File: config.mk
export PLATFORM = sky130hd
export DESIGN_NAME = tap_player
export DESIGN_NICKNAME = d
export VERILOG_FILES = /design/src/rtl/tap_pkg.sv /design/src/rtl/tap_unit_timer.sv /design/src/rtl/tap_player.sv
export SDC_FILE = /design/constraint.sdc
export NUM_CORES = 1
export LEC_CHECK = 0
export ABC_AREA = 1
export CAP_MARGIN = 10
export CORE_ASPECT_RATIO = 1.1
export CORE_MARGIN = 2
export CORE_UTILIZATION = 57
export DETAILED_ROUTE_END_ITERATION = 16
export PLACE_DENSITY = 0.89
export SLEW_MARGIN = 20
export SYNTH_ARGS = -nofsm -noshare
export SYNTH_HDL_FRONTEND = slang
export SYNTH_HIERARCHICAL = 1
export SYNTH_SLANG_ARGS = --single-unit
File: constraint.sdc
create_clock -name clk -period 2.91 [get_ports clk]
set_clock_uncertainty 0.05 [all_clocks]
set_input_delay 0.582 -clock clk [delete_from_list [all_inputs] [get_ports clk]]
set_output_delay 0.582 -clock clk [all_outputs]
set_load 0.01 [all_outputs]
File: src/rtl/tap_pkg.sv
`default_nettype none
// ============================================================================
// Module      : tap_pkg
// Description : Shared types and timing constants for the TAP playback engine.
// Revision    : 1.0 - initial release
// ============================================================================
package tap_pkg;

    // Playback state, explicitly encoded on three bits
    typedef enum logic [2:0] {
        IDLE  = 3'd0,
        FETCH = 3'd1,
        HI    = 3'd2,
        LO    = 3'd3,
        DONE  = 3'd4
    } tap_state_t;

    // Length of each waveform phase, in timing units
    localparam int HI_UNITS  = 1;
    localparam int LO1_UNITS = 1;
    localparam int LO0_UNITS = 2;

    // Odd parity: data plus parity bit always carries an odd number of ones
    function automatic logic odd_parity(input logic [7:0] b);
        return ~^b;
    endfunction

endpackage
`default_nettype wire

File: src/rtl/tap_unit_timer.sv
`default_nettype none
// ============================================================================
// Module      : tap_unit_timer
// Description : Divides clk down to one timing unit. Counts 0..UNIT_CYC-1
//               while run is high, freezes while run is low, and returns to 0
//               on clear. unit_tick marks the last cycle of each unit.
// Revision    : 1.0 - initial release
// ============================================================================
module tap_unit_timer #(
    parameter int UNIT_CYC = 4992
) (
    input  logic clk,
    input  logic reset,
    input  logic clear,
    input  logic run,
    output logic unit_tick
);

    localparam int CNT_W = (UNIT_CYC > 1) ? $clog2(UNIT_CYC) : 1;
    localparam logic [CNT_W-1:0] c_LAST = CNT_W'(UNIT_CYC - 1);

    logic [CNT_W-1:0] r_cnt;

    assign unit_tick = run & (r_cnt == c_LAST);

    // Unit counter: clear wins, otherwise advance only while running
    always_ff @(posedge clk or posedge reset) begin
        if (reset) begin
            r_cnt <= '0;
        end else if (clear) begin
            r_cnt <= '0;
        end else if (run) begin
            r_cnt <= unit_tick ? '0 : r_cnt + 1'b1;
        end
    end

endmodule
`default_nettype wire

File: src/rtl/tap_player.sv
`default_nettype none
// ============================================================================
// Module      : tap_player
// Description : Plays TAP bytes from the tape cache as the Oric cassette
//               waveform. Each byte is framed as start(0), 8 data bits LSB
//               first, odd parity and STOP_BITS ones. Every bit is one unit
//               high followed by one ('1') or two ('0') units low. The next
//               byte is prefetched during the stop bits so frames run back
//               to back.
// Revision    : 1.0 - initial release
// ============================================================================
module tap_player
    import tap_pkg::*;
#(
    parameter int ADDR_W    = 16,
    parameter int UNIT_CYC  = 4992,
    parameter int STOP_BITS = 4,
    parameter int READ_LAT  = 1
) (
    input  logic              clk,
    input  logic              reset,
    input  logic              rewind,
    input  logic              en,
    input  logic              loop_en,
    input  logic [ADDR_W-1:0] tape_end,
    output logic [ADDR_W-1:0] tape_addr,
    input  logic [7:0]        tape_data,
    output logic              data,
    output logic              busy,
    output logic              at_end
);

    localparam int FRAME_BITS = 10 + STOP_BITS;
    localparam int IDX_W      = $clog2(FRAME_BITS);

    localparam logic [IDX_W-1:0] c_LAST_IDX   = IDX_W'(FRAME_BITS - 1);
    localparam logic [IDX_W-1:0] c_PARITY_IDX = IDX_W'(9);
    localparam logic [1:0]       c_READ_LAT   = 2'(READ_LAT);
    localparam logic [1:0]       c_HI_LEFT    = 2'(HI_UNITS - 1);
    localparam logic [1:0]       c_LO1_LEFT   = 2'(LO1_UNITS - 1);
    localparam logic [1:0]       c_LO0_LEFT   = 2'(LO0_UNITS - 1);

    tap_state_t              r_state;
    logic [FRAME_BITS-1:0]   r_frame;      // bit 0 is the bit on air
    logic [IDX_W-1:0]        r_bit_idx;
    logic [1:0]              r_units_left;
    logic [1:0]              r_lat_cnt;    // shared by FETCH and prefetch
    logic                    r_pf_busy;
    logic [7:0]              r_next_byte;
    logic                    r_more;       // another byte follows this frame
    logic [ADDR_W-1:0]       r_addr;
    logic                    r_data;
    logic                    r_busy;
    logic                    r_at_end;

    logic w_in_bit;
    logic w_tick;
    logic w_timer_run;
    logic w_timer_clr;
    logic w_addr_is_end;

    assign tape_addr = r_addr;
    assign data      = r_data;
    assign busy      = r_busy;
    assign at_end    = r_at_end;

    assign w_in_bit      = (r_state == HI) || (r_state == LO);
    assign w_timer_run   = en & ~rewind & w_in_bit;
    assign w_timer_clr   = rewind | ~w_in_bit;
    assign w_addr_is_end = (r_addr == tape_end);

    function automatic logic [FRAME_BITS-1:0] build_frame(input logic [7:0] b);
        return {{STOP_BITS{1'b1}}, odd_parity(b), b, 1'b0};
    endfunction

    tap_unit_timer #(
        .UNIT_CYC (UNIT_CYC)
    ) u_timer (
        .clk       (clk),
        .reset     (reset),
        .clear     (w_timer_clr),
        .run       (w_timer_run),
        .unit_tick (w_tick)
    );

    // Playback FSM: fetch, bit framing, prefetch and end-of-tape handling
    always_ff @(posedge clk or posedge reset) begin
        if (reset) begin
            r_state      <= IDLE;
            r_frame      <= '0;
            r_bit_idx    <= '0;
            r_units_left <= '0;
            r_lat_cnt    <= '0;
            r_pf_busy    <= 1'b0;
            r_next_byte  <= '0;
            r_more       <= 1'b0;
            r_addr       <= '0;
            r_data       <= 1'b1;
            r_busy       <= 1'b0;
            r_at_end     <= 1'b0;
        end else if (rewind) begin
            r_state      <= IDLE;
            r_bit_idx    <= '0;
            r_units_left <= '0;
            r_lat_cnt    <= '0;
            r_pf_busy    <= 1'b0;
            r_more       <= 1'b0;
            r_addr       <= '0;
            r_data       <= 1'b1;
            r_busy       <= 1'b0;
            r_at_end     <= 1'b0;
        end else if (en) begin
            // Background capture of the prefetched byte; state branches below
            // may override r_lat_cnt when they restart it.
            if (r_pf_busy) begin
                if (r_lat_cnt == c_READ_LAT) begin
                    r_next_byte <= tape_data;
                    r_pf_busy   <= 1'b0;
                end else begin
                    r_lat_cnt <= r_lat_cnt + 1'b1;
                end
            end

            case (r_state)
                IDLE: begin
                    r_state   <= FETCH;
                    r_busy    <= 1'b1;
                    r_lat_cnt <= '0;
                end

                FETCH: begin
                    if (r_lat_cnt == c_READ_LAT) begin
                        r_frame      <= build_frame(tape_data);
                        r_bit_idx    <= '0;
                        r_units_left <= c_HI_LEFT;
                        r_state      <= HI;
                        r_data       <= 1'b1;
                        r_pf_busy    <= 1'b0;
                    end else begin
                        r_lat_cnt <= r_lat_cnt + 1'b1;
                    end
                end

                HI: begin
                    if (w_tick) begin
                        if (r_units_left != '0) begin
                            r_units_left <= r_units_left - 1'b1;
                        end else begin
                            r_state      <= LO;
                            r_data       <= 1'b0;
                            r_units_left <= r_frame[0] ? c_LO1_LEFT : c_LO0_LEFT;
                        end
                    end
                end

                LO: begin
                    if (w_tick) begin
                        if (r_units_left != '0) begin
                            r_units_left <= r_units_left - 1'b1;
                        end else if (r_bit_idx == c_LAST_IDX) begin
                            if (!r_more) begin
                                r_state  <= DONE;
                                r_data   <= 1'b1;
                                r_busy   <= 1'b0;
                                r_at_end <= 1'b1;
                            end else if (r_pf_busy) begin
                                // Prefetch still in flight: finish it as a fetch
                                r_state <= FETCH;
                                r_data  <= 1'b1;
                            end else begin
                                r_frame      <= build_frame(r_next_byte);
                                r_bit_idx    <= '0;
                                r_units_left <= c_HI_LEFT;
                                r_state      <= HI;
                                r_data       <= 1'b1;
                            end
                        end else begin
                            r_frame      <= r_frame >> 1;
                            r_bit_idx    <= r_bit_idx + 1'b1;
                            r_units_left <= c_HI_LEFT;
                            r_state      <= HI;
                            r_data       <= 1'b1;
                            // Entering the first stop bit: move to the next byte
                            if (r_bit_idx == c_PARITY_IDX) begin
                                if (w_addr_is_end && !loop_en) begin
                                    r_more <= 1'b0;
                                end else begin
                                    r_addr    <= w_addr_is_end ? '0 : r_addr + 1'b1;
                                    r_more    <= 1'b1;
                                    r_pf_busy <= 1'b1;
                                    r_lat_cnt <= '0;
                                end
                            end
                        end
                    end
                end

                DONE: begin
                    r_data <= 1'b1;
                    r_busy <= 1'b0;
                end

                default: begin
                    r_state <= IDLE;
                end
            endcase
        end
    end

endmodule
`default_nettype wire

* After elaboration in Yosys (flattened, before gate mapping)
Index checks and enable logic that the tools add are counted. Widths: inputs -> output; s select.
Operators by class: $add $sub $neg 5, equality and inequality tests 30, muxes and demuxes 103, bitwise gates (word level) 6, reduce and logical (&&, ||, !) cells 28
Operators by type and width (number):
- $mux 16 | 9
- $mux 14 | 6
- $mux 2 | 21
- $mux 1 | 39
- $mux 13 | 3
- $reduce_and 7->1 | 5
- $mux 4 | 8
- $pmux 14 s2 | 1
- $mux 3 | 9
- $ne 3x3->1 const B | 6
- $reduce_and 6->1 | 3
- $add 16x1->16 const B | 1
- $eq 16x16->1 | 1
- $reduce_bool 2->1 | 8
- $reduce_xnor 8->1 | 2
- $pmux 3 s5 | 1
- $ne 2x2->1 const B | 7
- $add 13x1->13 const B | 1
- $eq 13x13->1 const B | 1
- $pmux 2 s3 | 2
- $ne 5x5->1 const B | 2
- $ne 3x2->1 const B | 3
- $eq 4x4->1 const B | 2
- $ne 4x4->1 const B | 2
- other kinds (24) | 29
Storage, ports and cells: flip-flop bits (word level) 67, logic and storage cells 185

* Logic depth before layout (Yosys ltp)
Gate-level depths: netlist of the first run.
depth in word-level cells 11, depth in mapped cells 16

* By module
Netlist of the first run, hierarchy kept.
By module, submodules not included:
- tap_player | times used 1, cells an instance 493, area each 3594.7 um^2
- tap_unit_timer | times used 1, cells an instance 111, area each 785.8 um^2

* Worst setup path after synthesis of the first run
No wires, ideal clock.
path kind input to register, from in rewind, to reg r_addr[10], in the netlist tape_addr[10], setup time 0.119 ns, data arrival time 2.526 ns, setup slack 0.215 ns, stages 14, cells stage by stage buf_4 -> nor2_2 -> nand2_2 -> nor2_1 -> nand3_1 -> nor2_1 -> nand2_2 -> inv_1 -> nand2_1 -> nor4_2 -> nand2_2 -> nand2_4 -> buf_6 -> o21ai_2
Between the ends: cells in the longest elaborated chain, start to end 6
RTL lines:
- from (decl) | line tap_player.sv:22 | input logic rewind,
- $not 1->1 (no source line)
- $and 1x1->1 (2 in a row) | line tap_player.sv:68 | assign w_timer_run = en & ~rewind & w_in_bit;
- named net w_timer_run | line tap_player.sv:58 | logic w_timer_run;
- $and 1x1->1 | line tap_unit_timer.sv:24 | assign unit_tick = run & (r_cnt == c_LAST);
- named net w_tick | line tap_player.sv:57 | logic w_tick;
- $reduce_bool 2->1 (no source line)
- $reduce_and 7->1 (no source line)
- to (signal assigned) | line tap_player.sv:188 | r_addr <= w_addr_is_end ? '0 : r_addr + 1'b1;
- to (decl) | line tap_player.sv:51 | logic [ADDR_W-1:0] r_addr;
The timed path passes the listed nets, and every way through them passes these cells. A chain may end at the register's enable or synchronous reset.

* Worst setup path in the final report of the first run
from in rewind, to reg r_bit_idx[3]
Between the ends: cells in the longest elaborated chain, start to end 6
RTL lines:
- $not 1->1 (no source line)
- $and 1x1->1 (2 in a row) | line tap_player.sv:68
- named net w_timer_run | line tap_player.sv:58
- $and 1x1->1 | line tap_unit_timer.sv:24
- named net w_tick | line tap_player.sv:57
- $ne 3x2->1 (no source line)
- $reduce_and 7->1 (no source line)
- to (signal assigned) | line tap_player.sv:179 | r_bit_idx <= r_bit_idx + 1'b1;
- to (decl) | line tap_player.sv:45 | logic [IDX_W-1:0] r_bit_idx;
The timed path passes the listed nets, and every way through them passes these cells.

==> impl_metrics.tcl, run 1 <==
set metrics [dict create \
    cts_hold_buf 0 \
    die-area_um2 8400 \
    n_fill_cell 595 \
    cts.sinks 67 \
    die_y_um 95.9 \
    grt_use_met3_pct 4.20 \
    fin_crit_sh_pct 85.0 \
    antenna_left 0 \
    p_per_area_nw_per_um2 503 \
    core_area_um2 7470 \
    path_delay_family "simple AND/OR/NAND/NOR gates" \
    tightest_slew_ns 0.694 \
    top_usage_layer "met2" \
    path_cells "clkdlybuf4s50_1 > nor2_2 > nand2_2 > nor2_1 > nand3_1 > nor2_1 > nand2_2 > inv_1 > nand2_1 > buf_4 > nand2_1 > nand3b_1 > nor2_4 > inv_2 > a21oi_2 > nor3_2" \
    hold_depth 2 \
    globalRouteMet2Util_pct 46.7 \
    post-cts-setup-buffers 0 \
    routedWlPerCell_um 13.9 \
    syn_area_per_cell_um2 7.25 \
    cp-end-kind "flip-flop" \
    clockBufferDepth 2 \
    initial_core_util_pct 58.6 \
    routabilityCongestion 0.916 \
    insertion_delay_ns 0.35 \
    synth-seq-cells 67 \
    worstPathMaxFanout 6 \
    place_inst 760 \
    cp.arrival_ns 2.66 \
    rsz0062_at_grt "no" \
    post-route-min-period_ns 2.47 \
    cp_slowest_cell "clkdlybuf4s50_1" \
    synthCells 604 \
    syn_to_final_growth_pct 18.9 \
    path_clk_slew_ns 0.07 \
    cts-resized-gates 0 \
    vias_per_cell 5.44 \
    grt_pass1_wl_um 18000 \
    vdd_drop_max_uv 444 \
    syn_area_um2 4380 \
    crit_cells 16 \
    place_area_um2 5010 \
    min_path_type "flip-flop to flip-flop" \
    synth_edf_count 0 \
    r2r_cells 15 \
    antenna_found_initial 0 \
    drt-total-wl_um 10800 \
    htree_levels 3 \
    drc 0 \
    whs_ns 0.450 \
    final_nets 699 \
    drt-pass1-iter-count 5 \
    setup_violations 0 \
    fmax_mhz 404 \
    grt_use_met1_pct 33.7 \
    slew_headroom_pct 53.7 \
    maxCapViolations 0 \
    yosysUniqueCellTypes 45 \
    rows 33 \
    ios 48 \
    io_buffers 47 \
    grt_start_max_net_pins 55 \
    ys_seq_area_share_pct 38.3 \
    cts_tree "built" \
    cts_made_buffers 9 \
    hpwlAfterDp_um 8130 \
    report.final.slew_viol_count 0 \
    stdcell_count 775 \
    postLayoutCellArea_um2 5210 \
    die_x_um 87.6 \
    via_count 4218 \
    yosys_warnings 6 \
    final-hold-violation-count 0 \
    p_leak_uw 0.00237 \
    synth_async_sr_flop_share_pct 100 \
    drive_above_1_share_pct 14.8 \
    diodes 0 \
    outcome "finished, final reports clean" \
    start_kind "input port" \
    drt-initial-drc-count 216 \
    slowest_delay_ns 0.44 \
    grt_usage_pct 27.4 \
    synth_ff_type "dfrtp_1" \
    setup_tns_ns 0 \
    cp.buffers_inverters 4 \
    path_class "input port to flip-flop" \
    grt_pass1_vias 4098 \
    final_util_pct 69.7 \
    cts_root_buf "clkbuf_8" \
    required_ns 3.10 \
    overflow 0 \
    syn-num-nets 637 \
]
==> registers in the layout, indices dropped and copies added, names as in the netlist <==
name and cells:
r_more 1, r_next_byte 8, at_end 1, r_bit_idx 4, r_lat_cnt 2, r_units_left 2, r_frame 14, data 1
r_state 3, r_pf_busy 1, busy 1, u_timer/r_cnt 13, tape_addr 16
==> power breakdown <==
group	total [uW]	leakage (uW)	switching (uW)	internal (uW)
Combinational	696	0.00142	438	258
Sequential	1130	0.000860	75.4	1060
Clock	792	0.0000995	354	438
==> layer usage <==
| metal | wire [um] | vias up |
|---|---|---|
| met1 | 4580 | 1973 |
| met5 | 0 | - |
| met3 | 578 | 33 |
| met2 | 5330 | 148 |
| li1 | - | 2064 |
| met4 | 307 | 0 |
==> cells in the mapped netlist (2+ instances only) <==
cell type,count,share of area (%)
buf_6,3,0.77
o211ai_1,2,0.34
inv_2,22,1.9
a21oi_2,2,0.40
buf_2,2,0.23
dfrtp_1,66,38
nor4_2,2,0.57
nand2_2,9,1.3
nand4_1,6,0.86
nor2_1,58,5.0
inv_1,76,6.5
nor2_4,5,1.3
xnor2_1,10,2.0
nand3_1,43,4.9
nand2_4,2,0.51
nor3_1,10,1.1
o21ai_2,11,2.2
nand2_1,146,13
o21ai_1,20,2.3
nor2_2,8,1.1
o21ai_0,16,1.8
o221ai_1,4,0.80
a31oi_1,2,0.29
clkbuf_1,2,0.17
a22oi_1,2,0.34
nand3_2,2,0.46
nor3_2,4,0.91
ha_1,4,1.1
a221oi_1,2,0.40
o22ai_1,3,0.43
buf_4,3,0.51
xor2_1,17,3.4
a21oi_1,28,3.2
==> logic make-up (layout without fill, tap and decap cells) <==
| group | Yosys count | after routing | share of synthesized area, % |
|---|---|---|---|
| compound gates | 97 | 97 | 13.5 |
| buf+inv | 109 | 175 | 10.2 |
| xor+xnor | 27 | 27 | 5.40 |
| mux | 1 | 1 | 0.257 |
| fa+ha+maj | 4 | 4 | 1.14 |
| flops | 67 | 67 | 38.3 |
| simple gates | 299 | 299 | 31.2 |
==> worst paths after layout <==
kind / slack, ns / start / endpoint
hold reg to reg: 0.45 / r_frame[5] / r_frame[5]
setup / recovery: 0.44 / rewind / r_bit_idx[3]
min in group asynchronous: 0.55 / reset / u_timer/r_cnt[5]
max in group asynchronous: 1.62 / reset / r_units_left[0]
hold / removal: 0.45 / r_frame[5] / r_frame[5]
setup reg to reg: 0.57 / r_state[2] / r_bit_idx[3]
==> stage by stage <==
stage               power, uW  worst slack [ns]
floorplan                1620             0.215
global placement         1810             0.177
detailed placement       1840             0.109
CTS                      2620             0.454
global route             2760             0.166
finish                   2620             0.437
==> area by class of cell <==
type                            count  area [um^2]  share of cell area [%]
Multi-Input combinational cell    428         2250                    43.3
Sequential cell                    67         1680                    32.2
Timing Repair Buffer               61          576                    11.1
Inverter                           99          374                    7.18
Clock buffer                       13          159                    3.05
Tap cell                          105          131                    2.52
Clock inverter                      2         35.0                   0.673
==> worst reg2reg max path: stages, from the launching register on <==
cell	delay (ns)
dfrtp_1	0.49
nor2_2	0.18
nand2_2	0.06
nor2_1	0.16
nand3_1	0.09
nor2_1	0.13
nand2_2	0.07
inv_1	0.08
nand2_1	0.08
buf_4	0.17
nand2_1	0.07
nand3b_1	0.11
nor2_4	0.17
inv_2	0.06
a21oi_2	0.18
nor3_2	0.07
==> cell usage in the layout (no fill, tap or decap), types with 4 or more instances in the layout <==
cell,synthesis,routed
a21oi_1,28,28
buf_4,3,14
clkbuf_8,0,11
clkdlybuf4s50_1,0,47
dfrtp_1,66,66
ha_1,4,4
inv_1,76,75
inv_2,22,23
nand2_1,146,146
nand2_2,9,9
nand3_1,43,43
nand4_1,6,6
nor2_1,58,58
nor2_2,8,8
nor2_4,5,5
nor3_1,10,10
nor3_2,4,4
o21ai_0,16,16
o21ai_1,20,20
o21ai_2,11,11
o221ai_1,4,4
xnor2_1,10,10
xor2_1,17,17
No activity file was read; power rests on OpenSTA's default activity.
==> inputs of run 2 (changes only) <==
--- a/config.mk
+++ b/config.mk
@@ -9,9 +9,9 @@
 export CAP_MARGIN = 10
 export CORE_ASPECT_RATIO = 1.1
 export CORE_MARGIN = 2
-export CORE_UTILIZATION = 57
+export CORE_UTILIZATION = 52
 export DETAILED_ROUTE_END_ITERATION = 16
-export PLACE_DENSITY = 0.89
+export PLACE_DENSITY = 0.85
 export SLEW_MARGIN = 20
 export SYNTH_ARGS = -nofsm -noshare
 export SYNTH_HDL_FRONTEND = slang
==> constraint.sdc (replaced) <==
create_clock -name clk -period 2 [get_ports clk]
set_clock_uncertainty 0.05 [all_clocks]
set_input_delay 0.4 -clock clk [delete_from_list [all_inputs] [get_ports clk]]
set_output_delay 0.4 -clock clk [all_outputs]
set_load 0.01 [all_outputs]
==> impl_metrics.tcl, run 2 (same netlist as run 1, synthesis figures left out) <==
set metrics [dict create \
    path_class "flip-flop to flip-flop" \
    cp.arrival_ns 2.22 \
    dp_slack_ns -0.466 \
    grt_pass1_wl_um 19200 \
    antenna_found_initial 0 \
    r2r_slack_ns -0.04 \
    hpwlAfterDp_um 8210 \
    n_fill_cell 661 \
    post-route-min-period_ns 2.04 \
    slew_headroom_pct 66.6 \
    maxCapViolations 0 \
    drive_above_1_share_pct 24.3 \
    grt_pass1_vias 4356 \
    grt_usage_pct 25.6 \
    drt-pass1-iter-count 5 \
    cts_root_buf "clkbuf_8" \
    whs_ns 0.380 \
    htree_levels 3 \
    overflow 0 \
    antenna_left 0 \
    power.total_uw 3960 \
    io_buffers 47 \
    routabilityCongestion 0.892 \
    grt_start_max_net_pins 55 \
    layout_common_cells "nand2_1, inv_1, dfrtp_1" \
    p_leak_uw 0.00263 \
    worstReg2RegEnd "r_bit_idx[2]" \
    drc 0 \
    ios 48 \
    slowest_delay_ns 0.37 \
    required_ns 2.18 \
    setup_tns_ns -0.0785 \
    cp.buffers_inverters 4 \
    fmax_mhz 490 \
    worstPathMaxFanout 6 \
    cts.sinks 67 \
    die-area_um2 9170 \
    vdd_drop_max_uv 480 \
    die_y_um 100 \
    drt-total-wl_um 11200 \
    insertion_delay_ns 0.35 \
    cts_hold_buf 0 \
    path_delay_family "simple AND/OR/NAND/NOR gates" \
    core_area_um2 8280 \
    cts_tree "built" \
    path_cells "ha_2 > nand2_2 > inv_2 > nand2_2 > nor2_4 > nand2_2 > inv_4 > nand2_4 > buf_6 > nand2_4 > nand3b_1 > nor2_4 > inv_2 > a21oi_4 > nor3_2" \
    r2r_cells 15 \
    vias_per_cell 5.35 \
    initial_core_util_pct 52.9 \
    die_x_um 91.5 \
    r2r-start "u_timer/r_cnt[1]" \
    clockBufferDepth 2 \
    rsz0062_at_grt "yes" \
    p_per_area_nw_per_um2 690 \
    drt-initial-drc-count 316 \
    cpMostUsedCell "nand2_2" \
    cp_slowest_cell "dfrtp_1" \
    via_count 4407 \
    largest_reg_flops 16 \
    final_nets 740 \
    setup_violations 3 \
    report.final.slew_viol_count 0 \
    cp-end-kind "flip-flop" \
    final_util_pct 69.4 \
    tightest_slew_ns 0.500 \
    routedWlPerCell_um 13.6 \
    fin_crit_sh_pct 102 \
    diodes 0 \
    start_kind "flip-flop" \
    finalWorstSetupSlack_ns -0.0399 \
    path_clk_slew_ns 0.08 \
    final-hold-violation-count 0 \
    min_path_type "input port to async pin" \
    final_common_cell "nand2_1" \
    rows 35 \
    syn_to_final_growth_pct 31.1 \
    violations "negative setup slack" \
    outcome "finished, violations left" \
    cts_made_buffers 9 \
]
[run 2: cell types whose count changed in the layout (fill, tap and decap cells not counted), sizes merged, moves of 2 or more]
cell / change
buf: +39
clkbuf: -3
clkinvlp: +2
inv: +2
[run 2: worst register-to-register path, stage by stage, from the launching register on]
cell      delay [ns]
dfrtp_1         0.37
ha_2            0.19
nand2_2         0.06
inv_2           0.06
nand2_2         0.08
nor2_4          0.11
nand2_2         0.08
inv_4           0.08
nand2_4         0.06
buf_6           0.15
nand2_4         0.05
nand3b_1        0.12
nor2_4          0.20
inv_2           0.08
a21oi_4         0.14
nor3_2          0.05
[run 2: timing repair]
| action | 4_1_cts | 5_1_grt |
|---|---|---|
| resized for setup | 22 | 26 |
| buffers inserted | 5 | 3 |
| pin swaps | 14 | 11 |
| cloned | 2 | 0 |
| endpoints found under the setup margin | 33 | 44 |
[run 2: stage by stage]
stage | cell area (um^2) | cells
after floorplan | 4440 | 604
after global placement | 5300 | 797
after detailed placement | 5300 | 797
after CTS | 5630 | 820
after global routing | 5740 | 823
final | 5740 | 823
[run 2: worst max-delay path by stage]
stage,start,end,cells after the start,slack (ns)
6_report,u_timer/r_cnt[1],r_bit_idx[2],15,-0.04
5_1_grt,r_state[2],r_bit_idx[2],15,-0.18
4_1_cts,u_timer/r_cnt[1],tape_addr[9],13,-0.05
3_5_place_dp,rewind,tape_addr[9],14,-0.47
3_3_place_gp,rewind,tape_addr[12],14,-0.42
2_1_floorplan,rewind,r_frame[9],16,-0.15
[run 2: per-layer routing]
metal | share of wire (%) | up-vias | GRT usage, %
li1 | - | 2151 | -
met1 | 41 | 2072 | 31.6
met2 | 51 | 146 | 44.3
met3 | 4.7 | 38 | 3.98
met4 | 3.1 | 0 | 11.8
met5 | 0 | - | 0
[run 2: report_power, final]
| part | internal [uW] | total, uW | switching, uW |
|---|---|---|---|
| Clock | 609 | 1150 | 545 |
| Sequential | 1540 | 1640 | 103 |
| Combinational | 470 | 1170 | 698 |
| Total | 2620 | 3960 | 1350 |
[run 2: area by class of cell]
type | instances | area [um^2] | area share [%]
Multi-Input combinational cell | 429 | 2430 | 42.3
Sequential cell | 67 | 1680 | 29.2
Timing Repair Buffer | 100 | 902 | 15.7
Inverter | 99 | 389 | 6.78
Tap cell | 111 | 139 | 2.42
Clock buffer | 10 | 138 | 2.40
Clock inverter | 6 | 63.8 | 1.11
Timing Repair inverter | 1 | 3.75 | 0.0654
